==> src/rtl/hex_ascii_pkg.sv <==
// ============================================================================
// hex_ascii_pkg : shared constants for the ASCII-hex decoder    rev 1.0
// ============================================================================
`default_nettype none

package hex_ascii_pkg;

   localparam logic [0:0] c_ST_EXPECT_HI = 1'b0;
   localparam logic [0:0] c_ST_EXPECT_LO = 1'b1;

   localparam logic [1:0] c_ERR_TIMEOUT = 2'd0;
   localparam logic [1:0] c_ERR_ODD     = 2'd1;
   localparam logic [1:0] c_ERR_BADCHR  = 2'd2;
   localparam logic [1:0] c_ERR_OVERRUN = 2'd3;

   localparam logic [7:0] c_ASCII_CR    = 8'h0D;
   localparam logic [7:0] c_ASCII_LF    = 8'h0A;
   localparam logic [7:0] c_ASCII_SPACE = 8'h20;

endpackage

`default_nettype wire

==> src/rtl/ascii_to_nibble.sv <==
// ============================================================================
// ascii_to_nibble : classifies one ASCII character as hex digit / separator
// rev 1.0
// ============================================================================
`default_nettype none

module ascii_to_nibble
   import hex_ascii_pkg::*;
#(
   parameter bit LOWERCASE_EN = 1'b1
) (
   input  logic [7:0] char_i,
   output logic [3:0] nibble_o,
   output logic       is_digit_o,
   output logic       is_sep_o,
   output logic       is_eol_o
);

   always_comb begin
      nibble_o   = 4'd0;
      is_digit_o = 1'b0;
      if (char_i >= 8'h30 && char_i <= 8'h39) begin
         is_digit_o = 1'b1;
         nibble_o   = char_i[3:0];
      end else if (char_i >= 8'h41 && char_i <= 8'h46) begin
         // 'A'..'F' low bits are 1..6, so adding 9 gives 10..15
         is_digit_o = 1'b1;
         nibble_o   = char_i[3:0] + 4'd9;
      end else if (LOWERCASE_EN && char_i >= 8'h61 && char_i <= 8'h66) begin
         is_digit_o = 1'b1;
         nibble_o   = char_i[3:0] + 4'd9;
      end
   end

   assign is_eol_o = (char_i == c_ASCII_CR) || (char_i == c_ASCII_LF);
   assign is_sep_o = is_eol_o || (char_i == c_ASCII_SPACE);

endmodule

`default_nettype wire

==> src/rtl/hex_ascii_decoder.sv <==
// ============================================================================
// hex_ascii_decoder : pairs ASCII hex digits into bytes with valid/ready out,
// error strobes, inter-nibble timeout and end-of-line byte counts. rev 1.0
// ============================================================================
`default_nettype none

module hex_ascii_decoder
   import hex_ascii_pkg::*;
#(
   parameter bit          LOWERCASE_EN   = 1'b1,
   parameter int unsigned TIMEOUT_CYCLES = 12_000_000
) (
   input  logic       clk_i,
   input  logic       rst_i,
   input  logic       in_valid_i,
   input  logic [7:0] in_data_i,
   output logic       out_valid_o,
   output logic [7:0] out_data_o,
   input  logic       out_ready_i,
   output logic       err_valid_o,
   output logic [1:0] err_code_o,
   output logic       eol_o,
   output logic [7:0] line_bytes_o
);

   localparam int          CW          = (TIMEOUT_CYCLES > 2) ? $clog2(TIMEOUT_CYCLES) : 1;
   localparam int unsigned c_TO_LAST_I = (TIMEOUT_CYCLES > 0) ? TIMEOUT_CYCLES - 1 : 0;
   localparam logic [CW-1:0] c_TO_LAST = CW'(c_TO_LAST_I);

   logic [3:0]    w_nib;
   logic          w_is_digit, w_is_sep, w_is_eol;

   logic [0:0]    state_q, state_d;
   logic [3:0]    hi_q, hi_d;
   logic          out_valid_q, out_valid_d;
   logic [7:0]    out_data_q, out_data_d;
   logic          err_valid_q, err_valid_d;
   logic [1:0]    err_code_q, err_code_d;
   logic          eol_q, eol_d;
   logic [7:0]    line_bytes_q, line_bytes_d;
   logic [7:0]    line_cnt_q, line_cnt_d;
   logic [CW-1:0] to_cnt_q, to_cnt_d;

   ascii_to_nibble #(
      .LOWERCASE_EN (LOWERCASE_EN)
   ) u_classify (
      .char_i     (in_data_i),
      .nibble_o   (w_nib),
      .is_digit_o (w_is_digit),
      .is_sep_o   (w_is_sep),
      .is_eol_o   (w_is_eol)
   );

   always_comb begin
      state_d      = state_q;
      hi_d         = hi_q;
      out_valid_d  = out_valid_q;
      out_data_d   = out_data_q;
      err_valid_d  = 1'b0;
      err_code_d   = err_code_q;
      eol_d        = 1'b0;
      line_bytes_d = line_bytes_q;
      line_cnt_d   = line_cnt_q;
      to_cnt_d     = to_cnt_q;

      if (out_valid_q && out_ready_i) begin
         out_valid_d = 1'b0;
      end

      if (in_valid_i) begin
         to_cnt_d = '0;
         if (w_is_sep && w_is_eol) begin
            eol_d        = 1'b1;
            line_bytes_d = line_cnt_q;
            line_cnt_d   = 8'd0;
         end
         if (state_q == c_ST_EXPECT_HI) begin
            if (w_is_digit) begin
               hi_d    = w_nib;
               state_d = c_ST_EXPECT_LO;
            end else if (!w_is_sep) begin
               err_valid_d = 1'b1;
               err_code_d  = c_ERR_BADCHR;
            end
         end else begin
            state_d = c_ST_EXPECT_HI;
            hi_d    = 4'd0;
            if (w_is_digit) begin
               // A byte may load when the slot is empty or being drained this cycle
               if (!out_valid_q || out_ready_i) begin
                  out_valid_d = 1'b1;
                  out_data_d  = {hi_q, w_nib};
                  if (line_cnt_q != 8'hFF) begin
                     line_cnt_d = line_cnt_q + 8'd1;
                  end
               end else begin
                  err_valid_d = 1'b1;
                  err_code_d  = c_ERR_OVERRUN;
               end
            end else begin
               err_valid_d = 1'b1;
               err_code_d  = w_is_sep ? c_ERR_ODD : c_ERR_BADCHR;
            end
         end
      end else if (state_q == c_ST_EXPECT_LO && TIMEOUT_CYCLES != 0) begin
         if (to_cnt_q == c_TO_LAST) begin
            err_valid_d = 1'b1;
            err_code_d  = c_ERR_TIMEOUT;
            state_d     = c_ST_EXPECT_HI;
            hi_d        = 4'd0;
            to_cnt_d    = '0;
         end else begin
            to_cnt_d = to_cnt_q + 1'b1;
         end
      end
   end

   always_ff @(posedge clk_i or posedge rst_i) begin
      if (rst_i) begin
         state_q      <= c_ST_EXPECT_HI;
         hi_q         <= 4'd0;
         out_valid_q  <= 1'b0;
         out_data_q   <= 8'd0;
         err_valid_q  <= 1'b0;
         err_code_q   <= 2'd0;
         eol_q        <= 1'b0;
         line_bytes_q <= 8'd0;
         line_cnt_q   <= 8'd0;
         to_cnt_q     <= '0;
      end else begin
         state_q      <= state_d;
         hi_q         <= hi_d;
         out_valid_q  <= out_valid_d;
         out_data_q   <= out_data_d;
         err_valid_q  <= err_valid_d;
         err_code_q   <= err_code_d;
         eol_q        <= eol_d;
         line_bytes_q <= line_bytes_d;
         line_cnt_q   <= line_cnt_d;
         to_cnt_q     <= to_cnt_d;
      end
   end

   assign out_valid_o  = out_valid_q;
   assign out_data_o   = out_data_q;
   assign err_valid_o  = err_valid_q;
   assign err_code_o   = err_code_q;
   assign eol_o        = eol_q;
   assign line_bytes_o = line_bytes_q;

endmodule

`default_nettype wire

==> config.mk <==
export PLATFORM = sky130hd
export DESIGN_NAME = hex_ascii_decoder
export DESIGN_NICKNAME = d
export VERILOG_FILES = /design/src/rtl/hex_ascii_pkg.sv /design/src/rtl/ascii_to_nibble.sv /design/src/rtl/hex_ascii_decoder.sv
export SDC_FILE = /design/constraint.sdc
export NUM_CORES = 1
export LEC_CHECK = 0
export BUFFER_PORTS_ARGS = -buffer_cell sky130_fd_sc_hd__buf_4
export CORE_MARGIN = 5
export CORE_UTILIZATION = 45
export DETAILED_ROUTE_END_ITERATION = 7
export GPL_ROUTABILITY_DRIVEN = 0
export PLACE_DENSITY = 0.66
export SKIP_CTS_REPAIR_TIMING = 1
export SLEW_MARGIN = 20
export SYNTH_ARGS = -nofsm -noshare
export SYNTH_HDL_FRONTEND = slang
export SYNTH_SLANG_ARGS = --single-unit
==> constraint.sdc <==
create_clock -name clk_i -period 5 [get_ports clk_i]
set_input_delay 0.25 -clock clk_i [delete_from_list [all_inputs] [get_ports clk_i]]
set_output_delay 0.25 -clock clk_i [all_outputs]
set_load 0.1 [all_outputs]
==> impl_metrics.csv <==
group,metric,value,unit
synth,ys_warn_count,0,
setup_path,crit_path_top_delay_cell,"dfrtp_1",
pwr,worst_ir_drop_vdd,0.384,mV
cts,cts_max_path_buffers,2,
sta,setup_viol_count_final,0,
cts,cts_tree,"yes",
synth,synth_async_sr_flop_share,100,%
route,drt-wirelength-per-cell,16.1,µm
synth,sequential_fraction_of_the_synthesis_area,48.3,%
global_route,gr-usage-met1,22.5,%
pwr,clock_power_share,41.5,%
synth,mappedNetlistArea,3000,µm²
synth,number_of_enable_flip_flop_cells_after_synthesis,0,
synth,yosys.cell_count.top_type,"dfrtp_1",
sta,hold_violations,0,
place,dp.final_hpwl,4810,µm
global_route,overall_overflow_remaining_after_global_route,0,
synth,yosys.area.top_type,"dfrtp_1",
sta,worst_pin_slew,1020,ps
route,drt_first_pass_iters,4,
place,placement.cell_area,3320,µm²
cts,cts-buffers-inserted,9,
global_route,grt_util_met3,5.89,%
route,ant_nets,0,
floorplanning,start_util,46.8,%
final_layout,antennaDiodeCount,0,
setup_path,cp_num_buf_inv,1,
setup_path,timing.critical_path.required,5200,ps
global_route,grt_antenna_before_repair,0,
pwr,swShare,29.2,%
final_layout,area_growth,18.0,%
final_layout,final_layout_size_suffix_gt1_share,18.9,%
synth,synth.avg_cell_area,9.75,µm²
route,post_drt_via_cell_ratio,5.96,
route,drt-initial-drc-count,206,
global_route,overall_global_routing_resource_usage,17.2,%
floorplanning,die_h,91.7,µm
synth,synth_commonest_cells,"dfrtp_1, nand2_1, o21ai_0",
pwr,power_switching,0.344,mW
synth,register_bit_count_reported_by_yosys,58,
setup_path,cp_cell_sequence,"inv_1 > nor4b_1 > a21o_1 > a21boi_0 > o221ai_1",
hold_path,holdCritPathClass,"in2async",
setup_path,cp_max_fo,17,
pwr,total_leakage_power,1.59,nW
synth,yosys_most_used_dff,"dfrtp_1",
cts,h-tree-depth,3,
setup_path,worst_setup_path_end_kind,"flop",
final_layout,fin_area,3540,µm²
route,num_vias,2543,
setup_path,critical-path-max-stage-delay,680,ps
floorplanning,floorplan.io_pins,33,
floorplanning,fp.coreArea,6420,µm²
pwr,total_power,1.18,mW
setup_path,cp-start-kind,"flop",
sta,timing.fmax,0.419,GHz
synth,netlist-cell-type-count,50,
synth,post_synth_inst_count,308,
floorplanning,row_cnt,29,
global_route,globalRouteMet2Util,27.3,%
global_route,grt_first_pass_wirelength,11800,µm
cts,insertion_delay,340,ps
pwr,combinationalPowerShare,14.9,%
global_route,grt.busiest_layer,"met2",
floorplanning,die-width,91.7,µm
setup_path,critPathArrivalTime,2580,ps
route,drc,0,
floorplanning,design.die.area,8410,µm²
synth,synthDominantCellAreaShare,48.3,%
synth,netlist_top_cells_area,"dfrtp_1, mux2_2, o21ai_0",
pwr,cell_internal_pwr,0.836,mW
cts,clk_pin_slew,70,ps
global_route,pin_count_of_the_biggest_net_entering_global_routing,59,
pwr,power_per_cell_area,333,nW/µm²
cts,cts.root.buffer_cell,"clkbuf_8",
sta,worst_clock_skew,8.43,ps
setup_path,kind_of_cell_adding_the_most_delay_to_the_critical_path,"compound AO/OA/AOI/OAI gates",
route,routed_wirelength,6860,µm
sta,min_period,2390,ps
sta,final_min_period_over_clock_period,47.8,%
pwr,seq_pwr_share,43.6,%
sta,slew_headroom,31.5,%
final_layout,finalNetCount,363,
setup_path,critical_path_class,"reg2reg",
synth,postSynthNetCount,326,
cts,clock-sinks,58,
sta,max_transition_viols_final,0,
sta,tns,0,ps
place,port_buffers,32,
global_route,number_of_global_route_vias_before_repair,2381,
flow_run,max-cap-violations,0,
run_status,status,"complete, no violations",
sta,grt_setup_unrepaired,"no",
[cells by family (layout without fill, tap and decap cells)]
| group | count (synthesis) | count (layout) | synth area share, % |
|---|---|---|---|
| fa+ha+maj | 6 | 6 | 2.50 |
| flops | 58 | 58 | 48.3 |
| mux | 16 | 16 | 5.87 |
| xor+xnor | 7 | 7 | 2.04 |
| buf+inv | 26 | 68 | 3.54 |
| simple gates | 113 | 113 | 20.0 |
| compound gates | 82 | 82 | 17.7 |
[metal layers]
metal	vias up	wire (µm)
met1	1240	3100
li1	1223	-
met2	70	3290
met3	10	379
met4	0	94
met5	-	0
[worst reg2reg max path, stage by stage (launching register included)]
cell and delay [ps]:
dfrtp_1 680, inv_1 270, nor4b_1 480, a21o_1 370
a21boi_0 290, o221ai_1 150
[area by class of cell]
class | instances | area [µm²]
Clock buffer | 10 | 138
Clock inverter | 6 | 88.8
Fill cell | 581 | 2880
Inverter | 18 | 67.6
Multi-Input combinational cell | 224 | 1450
Sequential cell | 58 | 1450
Tap cell | 77 | 96.3
Timing Repair Buffer | 34 | 255
[per-stage QoR]
| step | hold slack, ps | setup slack [ps] | std cells | util (%) |
|---|---|---|---|---|
| 2_1_floorplan | 460 | 2860 | 308 | - |
| 3_3_place_gp | 465 | 2490 | 411 | 51.6 |
| 3_5_place_dp | 472 | 2400 | 411 | 51.6 |
| 4_1_cts | 142 | 2600 | 427 | 55.2 |
| 5_1_grt | 179 | 2370 | 427 | 55.2 |
| 6_report | 115 | 2610 | 427 | 55.2 |
[path summary, 6_finish.rpt]
check	from	endpoint	cells past startpoint	slack (ps)
max	state_q	err_code_o[1]	5	2610
min	rst_i	to_cnt_q[17]	3	110
max in group asynchronous	rst_i	line_cnt_q[7]	3	4410
max reg2reg	state_q	err_code_o[1]	5	2610
min in group clk_i	in_valid_i	to_cnt_q[5]	2	190
min reg2reg	line_bytes_o[1]	line_bytes_o[1]	2	490
[state kept, by name, indices dropped and copies added (netlist names)]
| signal | cells |
|---|---|
| err_valid_o | 1 |
| out_valid_o | 1 |
| hi_q | 4 |
| state_q | 1 |
| to_cnt_q | 24 |
| eol_o | 1 |
| line_cnt_q | 8 |
| out_data_o | 8 |
| line_bytes_o | 8 |
| err_code_o | 2 |
[layout by cell type (no fill, tap or decap), types with 3 or more instances in the layout]
master	netlist	routed
a21oi_1	19	19
a22o_1	6	6
a311oi_1	3	3
a31oi_1	5	5
and3_1	8	8
buf_4	0	34
clkbuf_8	0	10
dfrtp_1	58	58
ha_1	6	6
inv_1	18	17
mux2_2	13	13
mux2i_1	3	3
nand2_1	28	28
nand2b_1	4	4
nand3_1	20	20
nand3b_1	3	3
nand4_1	9	9
nand4b_1	3	3
nor2_1	11	11
nor3_1	6	6
nor4b_1	3	3
o21ai_0	24	24
o22ai_1	3	3
or3_1	10	10
xnor2_1	4	4
xor2_1	3	3
[power by group through the flow]
stage / combinational, mW / clock (mW) / sequential [mW]
6_report: 0.176 / 0.490 / 0.514
5_1_grt: 0.190 / 0.525 / 0.518
2_1_floorplan: 0.0664 / 0 / 0.586
4_1_cts: 0.177 / 0.501 / 0.514
3_5_place_dp: 0.177 / 0 / 0.523
3_3_place_gp: 0.174 / 0 / 0.523
No activity file was read; power rests on OpenSTA's default activity.
